[config.mk]
export PLATFORM = sky130hd
export DESIGN_NAME = sdram_arb
export DESIGN_NICKNAME = d
export VERILOG_FILES = /design/src/rtl/mem_arb_pkg.sv /design/src/rtl/arb_pick.sv /design/src/rtl/sdram_arb.sv
export SDC_FILE = /design/constraint.sdc
export NUM_CORES = 1
export LEC_CHECK = 0
export CAP_MARGIN = 0
export CORE_MARGIN = 1
export CORE_UTILIZATION = 39
export DETAILED_ROUTE_END_ITERATION = 16
export PLACE_DENSITY_LB_ADDON = 0.25
export SLEW_MARGIN = 10
export SYNTH_ARGS = -nofsm -noshare
export SYNTH_HDL_FRONTEND = slang
export SYNTH_SLANG_ARGS = --single-unit
[constraint.sdc]
create_clock -name clk -period 8.5 [get_ports clk]
set_clock_uncertainty 0.1 [all_clocks]
set_input_delay 2.125 -clock clk [delete_from_list [all_inputs] [get_ports clk]]
set_output_delay 2.125 -clock clk [all_outputs]
set_load 0.01 [all_outputs]
[src/rtl/mem_arb_pkg.sv]
// Shared types and constants for the three-port SDRAM arbiter.
// Holds the sequencer state encoding, grant codes, bus widths and a helper
// that aligns VGA burst addresses to a 32-word boundary.
package mem_arb_pkg;

  localparam int ADDR_W = 25;
  localparam int DATA_W = 16;

  typedef enum logic [2:0] {
    ST_IDLE,
    ST_ISSUE,
    ST_WAIT_ACK,
    ST_WAIT_DONE,
    ST_DONE
  } state_e;

  // Grant codes as seen on the grant output
  localparam logic [1:0] GNT_NONE = 2'd0;
  localparam logic [1:0] GNT_INS  = 2'd1;
  localparam logic [1:0] GNT_DAT  = 2'd2;
  localparam logic [1:0] GNT_VGA  = 2'd3;

  // Which CPU port was served last (round-robin memory)
  localparam logic LAST_DAT = 1'b0;
  localparam logic LAST_INS = 1'b1;

  // VGA bursts always start on a 32-word boundary
  function automatic logic [ADDR_W-1:0] burst_align(input logic [ADDR_W-1:0] a);
    return {a[ADDR_W-1:5], 5'b00000};
  endfunction

endpackage

[src/rtl/arb_pick.sv]
// Combinational winner selection for the SDRAM arbiter.
// Ports:
//   vga_req_i, dat_req_i, ins_req_i : pending requests
//   starve_cnt_i                    : consecutive VGA grants with CPU waiting
//   last_cpu_i                      : CPU port served last (LAST_DAT/LAST_INS)
//   grant_o                         : winning grant code, GNT_NONE if idle
module arb_pick
  import mem_arb_pkg::*;
#(
  parameter int STARVE_LIMIT = 4
) (
  input  logic       vga_req_i,
  input  logic       dat_req_i,
  input  logic       ins_req_i,
  input  logic [2:0] starve_cnt_i,
  input  logic       last_cpu_i,
  output logic [1:0] grant_o
);

  localparam logic [2:0] LIMIT = 3'(STARVE_LIMIT);

  logic [1:0] cpuPick;
  logic       cpuPend;
  logic       starved;

  assign cpuPend = dat_req_i | ins_req_i;
  assign starved = (starve_cnt_i == LIMIT);

  // On a data/instruction tie, serve the port that did not go last
  always_comb begin
    cpuPick = GNT_NONE;
    if (dat_req_i && ins_req_i) begin
      cpuPick = (last_cpu_i == LAST_INS) ? GNT_DAT : GNT_INS;
    end else if (dat_req_i) begin
      cpuPick = GNT_DAT;
    end else if (ins_req_i) begin
      cpuPick = GNT_INS;
    end
  end

  // VGA has priority unless the CPU has been starved long enough
  always_comb begin
    grant_o = cpuPick;
    if (vga_req_i && !(starved && cpuPend)) begin
      grant_o = GNT_VGA;
    end
  end

endmodule

[src/rtl/sdram_arb.sv]
// Three-port arbiter and sequencer in front of sdram_ctl.
// Shares one controller port between VGA bursts, CPU data and CPU fetch,
// one transaction in flight at a time.
// Ports:
//   clk, rst                          : clock, async active-high reset
//   vga_req/vga_addr/vga_done         : VGA burst port
//   dat_req/we/addr/wdata/rdata/done  : CPU data port
//   ins_req/addr/rdata/done           : CPU instruction port
//   ctl_ready/data_ready/data_out     : status from sdram_ctl
//   ctl_start/write_en/burst_en/addr/data_in : command to sdram_ctl
//   grant                             : current owner code
//   timeout_err                       : sticky handshake timeout flag
module sdram_arb
  import mem_arb_pkg::*;
#(
  parameter int STARVE_LIMIT = 4,
  parameter int TIMEOUT      = 255
) (
  input  logic        clk,
  input  logic        rst,
  input  logic        vga_req,
  input  logic [24:0] vga_addr,
  output logic        vga_done,
  input  logic        dat_req,
  input  logic        dat_we,
  input  logic [24:0] dat_addr,
  input  logic [15:0] dat_wdata,
  output logic [15:0] dat_rdata,
  output logic        dat_done,
  input  logic        ins_req,
  input  logic [24:0] ins_addr,
  output logic [15:0] ins_rdata,
  output logic        ins_done,
  input  logic        ctl_ready,
  input  logic        ctl_data_ready,
  input  logic [15:0] ctl_data_out,
  output logic        ctl_start,
  output logic        ctl_write_en,
  output logic        ctl_burst_en,
  output logic [24:0] ctl_addr,
  output logic [15:0] ctl_data_in,
  output logic [1:0]  grant,
  output logic        timeout_err
);

  localparam logic [2:0] LIMIT     = 3'(STARVE_LIMIT);
  localparam logic [7:0] TIMEOUT_C = 8'(TIMEOUT);

  state_e      state_q, state_d;
  logic [1:0]  grant_q, grant_d;
  logic [2:0]  starveCnt_q, starveCnt_d;
  logic        lastCpu_q, lastCpu_d;
  logic [7:0]  waitCnt_q, waitCnt_d;
  logic [24:0] addr_q, addr_d;
  logic        we_q, we_d;
  logic        burst_q, burst_d;
  logic [15:0] wdata_q, wdata_d;
  logic [15:0] rdBuf_q, rdBuf_d;
  logic        rdValid_q, rdValid_d;
  logic [15:0] datRdata_q, datRdata_d;
  logic [15:0] insRdata_q, insRdata_d;
  logic        timeoutErr_q, timeoutErr_d;

  logic [1:0]  winner;
  logic [7:0]  waitNext;
  logic        timedOut;
  logic        singleRead;
  logic [15:0] readWord;

  arb_pick #(
    .STARVE_LIMIT(STARVE_LIMIT)
  ) u_pick (
    .vga_req_i   (vga_req),
    .dat_req_i   (dat_req),
    .ins_req_i   (ins_req),
    .starve_cnt_i(starveCnt_q),
    .last_cpu_i  (lastCpu_q),
    .grant_o     (winner)
  );

  // waitCnt counts cycles since the ISSUE cycle; hitting TIMEOUT aborts
  assign waitNext   = waitCnt_q + 8'd1;
  assign timedOut   = (waitNext == TIMEOUT_C);
  assign singleRead = !we_q && !burst_q;
  // A data_ready pulse coinciding with the final ready edge is still taken
  assign readWord   = ctl_data_ready ? ctl_data_out : rdBuf_q;

  always_ff @(posedge clk or posedge rst) begin
    if (rst) begin
      state_q      <= ST_IDLE;
      grant_q      <= GNT_NONE;
      starveCnt_q  <= 3'd0;
      lastCpu_q    <= LAST_INS;
      waitCnt_q    <= 8'd0;
      addr_q       <= '0;
      we_q         <= 1'b0;
      burst_q      <= 1'b0;
      wdata_q      <= '0;
      rdBuf_q      <= '0;
      rdValid_q    <= 1'b0;
      datRdata_q   <= '0;
      insRdata_q   <= '0;
      timeoutErr_q <= 1'b0;
    end else begin
      state_q      <= state_d;
      grant_q      <= grant_d;
      starveCnt_q  <= starveCnt_d;
      lastCpu_q    <= lastCpu_d;
      waitCnt_q    <= waitCnt_d;
      addr_q       <= addr_d;
      we_q         <= we_d;
      burst_q      <= burst_d;
      wdata_q      <= wdata_d;
      rdBuf_q      <= rdBuf_d;
      rdValid_q    <= rdValid_d;
      datRdata_q   <= datRdata_d;
      insRdata_q   <= insRdata_d;
      timeoutErr_q <= timeoutErr_d;
    end
  end

  always_comb begin
    state_d      = state_q;
    grant_d      = grant_q;
    starveCnt_d  = starveCnt_q;
    lastCpu_d    = lastCpu_q;
    waitCnt_d    = waitCnt_q;
    addr_d       = addr_q;
    we_d         = we_q;
    burst_d      = burst_q;
    wdata_d      = wdata_q;
    rdBuf_d      = rdBuf_q;
    rdValid_d    = rdValid_q;
    datRdata_d   = datRdata_q;
    insRdata_d   = insRdata_q;
    timeoutErr_d = timeoutErr_q;

    // Read data is buffered during the handshake and only committed on a
    // clean completion, so an aborted read leaves the holding register alone
    if ((state_q == ST_WAIT_ACK || state_q == ST_WAIT_DONE) &&
        singleRead && ctl_data_ready) begin
      rdBuf_d   = ctl_data_out;
      rdValid_d = 1'b1;
    end

    unique case (state_q)
      ST_IDLE: begin
        if (ctl_ready && winner != GNT_NONE) begin
          grant_d = winner;
          state_d = ST_ISSUE;
          unique case (winner)
            GNT_VGA: begin
              addr_d  = burst_align(vga_addr);
              we_d    = 1'b0;
              burst_d = 1'b1;
              wdata_d = '0;
              if ((dat_req || ins_req) && starveCnt_q != LIMIT) begin
                starveCnt_d = starveCnt_q + 3'd1;
              end
            end
            GNT_DAT: begin
              addr_d      = dat_addr;
              we_d        = dat_we;
              burst_d     = 1'b0;
              wdata_d     = dat_wdata;
              starveCnt_d = 3'd0;
              lastCpu_d   = LAST_DAT;
            end
            GNT_INS: begin
              addr_d      = ins_addr;
              we_d        = 1'b0;
              burst_d     = 1'b0;
              wdata_d     = '0;
              starveCnt_d = 3'd0;
              lastCpu_d   = LAST_INS;
            end
            default: ;
          endcase
        end
      end
      ST_ISSUE: begin
        state_d   = ST_WAIT_ACK;
        waitCnt_d = 8'd1;
        rdValid_d = 1'b0;
      end
      ST_WAIT_ACK: begin
        waitCnt_d = waitNext;
        if (!ctl_ready) begin
          state_d = ST_WAIT_DONE;
        end else if (timedOut) begin
          timeoutErr_d = 1'b1;
          state_d      = ST_DONE;
        end
      end
      ST_WAIT_DONE: begin
        waitCnt_d = waitNext;
        if (ctl_ready) begin
          state_d = ST_DONE;
          if (singleRead && (rdValid_q || ctl_data_ready)) begin
            if (grant_q == GNT_DAT) datRdata_d = readWord;
            if (grant_q == GNT_INS) insRdata_d = readWord;
          end
        end else if (timedOut) begin
          timeoutErr_d = 1'b1;
          state_d      = ST_DONE;
        end
      end
      ST_DONE: begin
        state_d = ST_IDLE;
        grant_d = GNT_NONE;
      end
      default: state_d = ST_IDLE;
    endcase
  end

  assign ctl_start    = (state_q == ST_ISSUE);
  assign ctl_write_en = we_q;
  assign ctl_burst_en = burst_q;
  assign ctl_addr     = addr_q;
  assign ctl_data_in  = wdata_q;
  assign grant        = grant_q;
  assign timeout_err  = timeoutErr_q;
  assign dat_rdata    = datRdata_q;
  assign ins_rdata    = insRdata_q;
  assign vga_done     = (state_q == ST_DONE) && (grant_q == GNT_VGA);
  assign dat_done     = (state_q == ST_DONE) && (grant_q == GNT_DAT);
  assign ins_done     = (state_q == ST_DONE) && (grant_q == GNT_INS);

endmodule

# After elaboration in Yosys (flattened, before gate mapping)
# Cells that the tools add are included.
totals:
  output_inout_bits: 82
  elab_cells: 101
  inputBits: 115
  register_bits: 110
classes:
  n_eq_ne: 17
  n_bitwise: 1
  n_addsub: 2
  reduce_logical: 40
  muxes: 27
ops:
  columns: ["op", "n"]
  rows:
  - ["case mux 25 bit (3 select lines)", 1]
  - ["case mux 16 bit (2 select lines)", 1]
  - ["2-to-1 mux 16 bit", 1]
  - ["case mux 8 bit (2 select lines)", 1]
  - ["nonzero test 2 bit", 8]
  - ["2-to-1 mux 3 bit", 5]
  - ["AND reduction 3 bit", 5]
  - ["logical AND 1 bit", 12]
  - ["case mux 3 bit (4 select lines)", 1]
  - ["AND reduction 4 bit", 3]
  - ["2-to-1 mux 2 bit", 5]
  - ["adder 8 x 1 -> 8 bit (second input constant)", 1]
  - ["== test 2 bit (second input constant)", 4]
  - ["== test 8 bit (second input constant)", 1]
  - ["!= test 2 bit (second input constant)", 4]
  - ["case mux 1 bit (2 select lines)", 4]
  - ["== test 3 x 2 -> 1 bit (second input constant)", 2]
  - ["== test 3 bit (second input constant)", 2]
  - ["2-to-1 mux 1 bit", 6]
  - ["case mux 3 bit (2 select lines)", 1]
  - ["OR reduction 2 bit", 3]
  - ["== test 2 x 1 -> 1 bit (second input constant)", 2]
  - ["case mux 2 bit (2 select lines)", 1]
  - ["adder 3 x 1 -> 3 bit (second input constant)", 1]
  - ["other kinds (8)", 12]

# Depth between registers and ports, before layout
depth:
  ltp_word: 9
  mapped_depth: 11
  ltp_nobuf: 10

# Cells and area by module
# A second synthesis with hierarchy kept.
hier_totals:
  hier_cells: 507
  area_unflattened_um2: 5281.3
by_module_without_submodules:
  columns: ["module", "area_each_um2", "seq_area_each_um2", "cells_each", "n_inst"]
  rows:
  - ["sdram_arb", 5236.3, 2753.9, 498, 1]
  - ["arb_pick", 45.0, 0.0, 9, 1]

# Worst setup path after synthesis
# OpenSTA, ideal clock, no wires.
synth_path:
  path_kind: "in2reg"
  start: "input port dat_req"
  end: "register lastCpu_q"
  n_path_buf: 2
  stages: 8
  arrival_ns: 3.732
  t_required_ns: 8.318
  setup_ns: 0.082
  setup_slack_ns: 4.585
  cell_sequence: "nand2_1 a22oi_1 inv_1 ha_1 clkbuf_1 clkbuf_1 nor2_1 mux2_2"
synth_between:
  elab_chain_cells: 8
  elab_cells_between_ends: 15
  classes_between: "2 x eq/ne; 4 x mux; 1 x bitwise; 8 x reduce/logical"
synth_lines:
  columns: ["item", "line_no", "source"]
  rows:
  - ["from (decl)", "sdram_arb.sv:24", "input logic dat_req,"]
  - ["OR 1 bit", "arb_pick.sv:26", "assign cpuPend = dat_req_i | ins_req_i;"]
  - ["logical AND 1 bit", "arb_pick.sv:44", "if (vga_req_i && !(starved && cpuPend)) begin"]
  - ["logical NOT 1 bit", "arb_pick.sv:44", null]
  - ["logical AND 1 bit", "arb_pick.sv:44", null]
  - ["2-to-1 mux 2 bit *", "arb_pick.sv:44", null]
  - ["== test 2 x 1 -> 1 bit (tied with other cells)", "sdram_arb.sv:151", "unique case (winner)"]
  - ["nonzero test 2 bit (no line) or logical AND 1 bit (tied branches)", null, null]
  - ["AND reduction 3 bit (no line)", null, null]
  - ["to (signal assigned)", "sdram_arb.sv:108", "lastCpu_q <= lastCpu_d;"]
  - ["to (decl)", "sdram_arb.sv:52", "logic lastCpu_q, lastCpu_d;"]
# Mark *: on every way between the ends. The rest lies on a longest branch, timed or not.
# A chain may end at the register's enable or synchronous reset.

# Worst setup path after layout
layout_path:
  start: "input port dat_req"
  end: "register addr_q[20] (netlist: ctl_addr[20])"
layout_between:
  elab_chain_cells: 8
  elab_cells_between_ends: 16
  classes_between: "3 x eq/ne; 4 x mux; 1 x bitwise; 8 x reduce/logical"
layout_lines:
  columns: ["item", "line_no", "source"]
  rows:
  - ["OR 1 bit", "arb_pick.sv:26", null]
  - ["logical AND 1 bit", "arb_pick.sv:44", null]
  - ["logical NOT 1 bit", "arb_pick.sv:44", null]
  - ["logical AND 1 bit", "arb_pick.sv:44", null]
  - ["2-to-1 mux 2 bit *", "arb_pick.sv:44", null]
  - ["== test 2 bit (tied with other cells)", "sdram_arb.sv:151", null]
  - ["nonzero test 3 bit (no line) or logical AND 1 bit (tied branches)", null, null]
  - ["AND reduction 3 bit (no line)", null, null]
  - ["to (signal assigned)", "sdram_arb.sv:110", "addr_q <= addr_d;"]
  - ["to (decl)", "sdram_arb.sv:54", "logic [24:0] addr_q, addr_d;"]
# Marks and branches as above.

==> metrics.yaml <==
logic_synthesis:
  synth_top_area_share_pct: 53.33
  yosys_warnings: 0
  synth_cell_types: 39
  ys_ff_latch: 110
  synth_area_sq_mm: 0.005115
  synth-seq-area-share_pct: 53.84
  ys_top_cells_by_area: "dfrtp_1, mux2_2, o21ai_0"
  synth_nets: 592
  synthCells: 469
  synth_area_leader_cell: "dfrtp_1"
  synth_area_per_cell_sq_um: 10.91
clocking:
  clock_sinks: 110
  numCtsBuffers: 9
  cts_tree: "yes"
  postCtsHoldBufs: 0
  path_clk_slew_ns: 0.07
  post-cts-setup-buffers: 0
  insertion_delay_ns: 0.34
  cts_buffer_depth: 2
  root_buffer: "clkbuf_16"
  h-tree-depth: 3
  cts_resized: 0
global_routing:
  grt_pass1_vias: 4160
  grt.overflow.total: 0
  grt_max_degree: 82
  gr-usage-all-layers_pct: 19.56
  antenna_found_initial: 0
  grt_pass1_wl_mm: 20.29
timing:
  tns_ns: 0
  setup_viol: 0
  timing.fmax_mhz: 194.2
  min_period_ns: 5.151
  relSlewSlack_pct: 31.39
  worstMarginPinSlew_ns: 1.029
  hold_violations: 0
  rsz0062_at_grt: "no"
  min_period_over_period_pct: 60.59
  slew_viol_final: 0
critical_path:
  crit_path_max_fanout: 29
  reg2reg_slack_ns: 5.04
  critPathArrivalTime_ns: 5.26
  endpoint_kind: "flip-flop"
  critPathLaunchType: "primary input"
  critical_path_required_ns: 8.61
  path_class: "in2reg"
final_layout:
  drive_above_1_share_pct: 14.09
  syn_to_final_growth_pct: 45.38
  design_area_sq_mm: 0.007436
  diodes: 0
  fill_cells: 1118
  final_common_cell: "clkdlybuf4s50_1"
  finish.net_count: 764
  utilization_pct: 58.45
  final_cell_mix: "clkdlybuf4s50_1, dfrtp_1, nand2_1"
power:
  p_per_area_mw_per_mm2: 305.5
  ir_worst_vdd_uv: 126.3
  leakage_uw: 0.003166
place:
  place_congestion: 0.7863
  place_area_sq_mm: 0.007133
  portBuffers: 191
  hpwl_mm: 9.540
routing:
  firstDrtPassIters: 4
  routed_via_density: 5.083
  wl_mm: 13.04
  ant_nets: 0
  drt_iter0_markers: 230
  drc: 0
  routedWlPerCell_um: 15.94
  vias: 4158
run:
  drv_cap: 0
floorplan:
  dieWidth_um: 116.5
  row_count: 41
  die_y_um: 116.5
  dieArea_sq_mm: 0.01358
  core-area_sq_mm: 0.01272
  io_pins: 197
  initial_utilization_pct: 40.20
hold_path:
  hold_path_class: "reg2reg"
outcome:
  status: "finished clean"
[critical path, stage by stage]
cell and delay [ns]:
clkdlybuf4s50_1 0.54, nand2_1 0.08, a22oi_1 0.40, inv_1 0.12, ha_1 0.92, inv_1 0.60
o21ai_0 0.34, o21ai_0 0.12
[synth_stat cells (all sizes together)]
cell,count
a211oi,1
nor4b,1
nand2b,3
a22oi,7
a221o,21
a21o,3
nand3,9
nand2,73
clkbuf,28
dfrtp,109
dfstp,1
or4,2
buf,4
o2111a,1
nor2b,1
nor3b,2
a2bb2oi,1
or3,1
mux2,65
mux2i,2
and4,1
o21ai,70
ha,8
inv,13
nor2,12
a21oi,7
or2,2
a2111oi,1
o22ai,2
xnor2,2
xor2,1
nor3,5
o31ai,7
o2111ai,1
nand4,2
[flip-flops by register name (all words and copies together) (netlist names)]
signal	cells
ctl_addr	25
ctl_data_in	16
dat_rdata	16
ins_rdata	16
rdBuf_q	16
waitCnt_q	8
starveCnt_q	3
state_q	3
grant	2
ctl_burst_en	1
ctl_write_en	1
lastCpu_q	1
rdValid_q	1
timeout_err	1
[final cells by class]
type	count	area, sq um	area share, %
Multi-Input combinational cell	314	2188	29.43
Timing Repair Buffer	193	1927	25.91
Clock inverter	5	57.56	0.7740
Inverter	13	51.30	0.6899
Tap cell	172	215.2	2.894
Clock buffer	11	242.7	3.264
Sequential cell	110	2754	37.04
[routing by layer]
metal  global-route usage, %  vias up  wire length, um
met5                       0        -                0
met4                   5.128        0              118
met2                   34.52      165             6441
li1                        -     2007                -
met1                   22.65     1978             5316
met3                   6.591        8             1166
[path summary, 6_finish.rpt]
kind / from / endpoint / cells after the start
setup / recovery: dat_req / ctl_addr[20] / 8
hold / removal: timeout_err / timeout_err / 1
setup reg to reg: starveCnt_q[0] / ctl_addr[20] / 9
hold reg to reg: timeout_err / timeout_err / 1
max in group asynchronous: rst / ctl_addr[11] / 3
min in group asynchronous: rst / ctl_data_in[9] / 2
[through the flow]
step                      power (uW)  instances  hold WS (ns)  setup WS (ns)
after floorplan                 1389        469        0.3629          3.374
after global placement          1825        802        0.3496          3.102
after detailed placement        1865        802        0.3479          2.956
after CTS                       2296        818        0.3638          3.345
after global routing            2433        818        0.3931          3.062
final                           2271        818        0.3589          3.349
[cell families after synthesis]
family          Yosys count  share of synthesized area, %
fa+ha+maj                 8                         1.957
buf+inv                  45                         3.523
xor+xnor                  3                        0.5138
mux                      67                         14.70
simple gates            114                         10.20
compound gates          122                         15.26
flops                   110                         53.84
[power breakdown]
| part | leakage (uW) | internal, uW | switching [uW] |
|---|---|---|---|
| combinational | 0.00161 | 530 | 447 |
| sequential | 0.00140 | 732 | 136 |
| clock | 0.000150 | 238 | 190 |
| total | 0.00317 | 1500 | 773 |
Note: power is estimated with default switching activity, not from simulation.
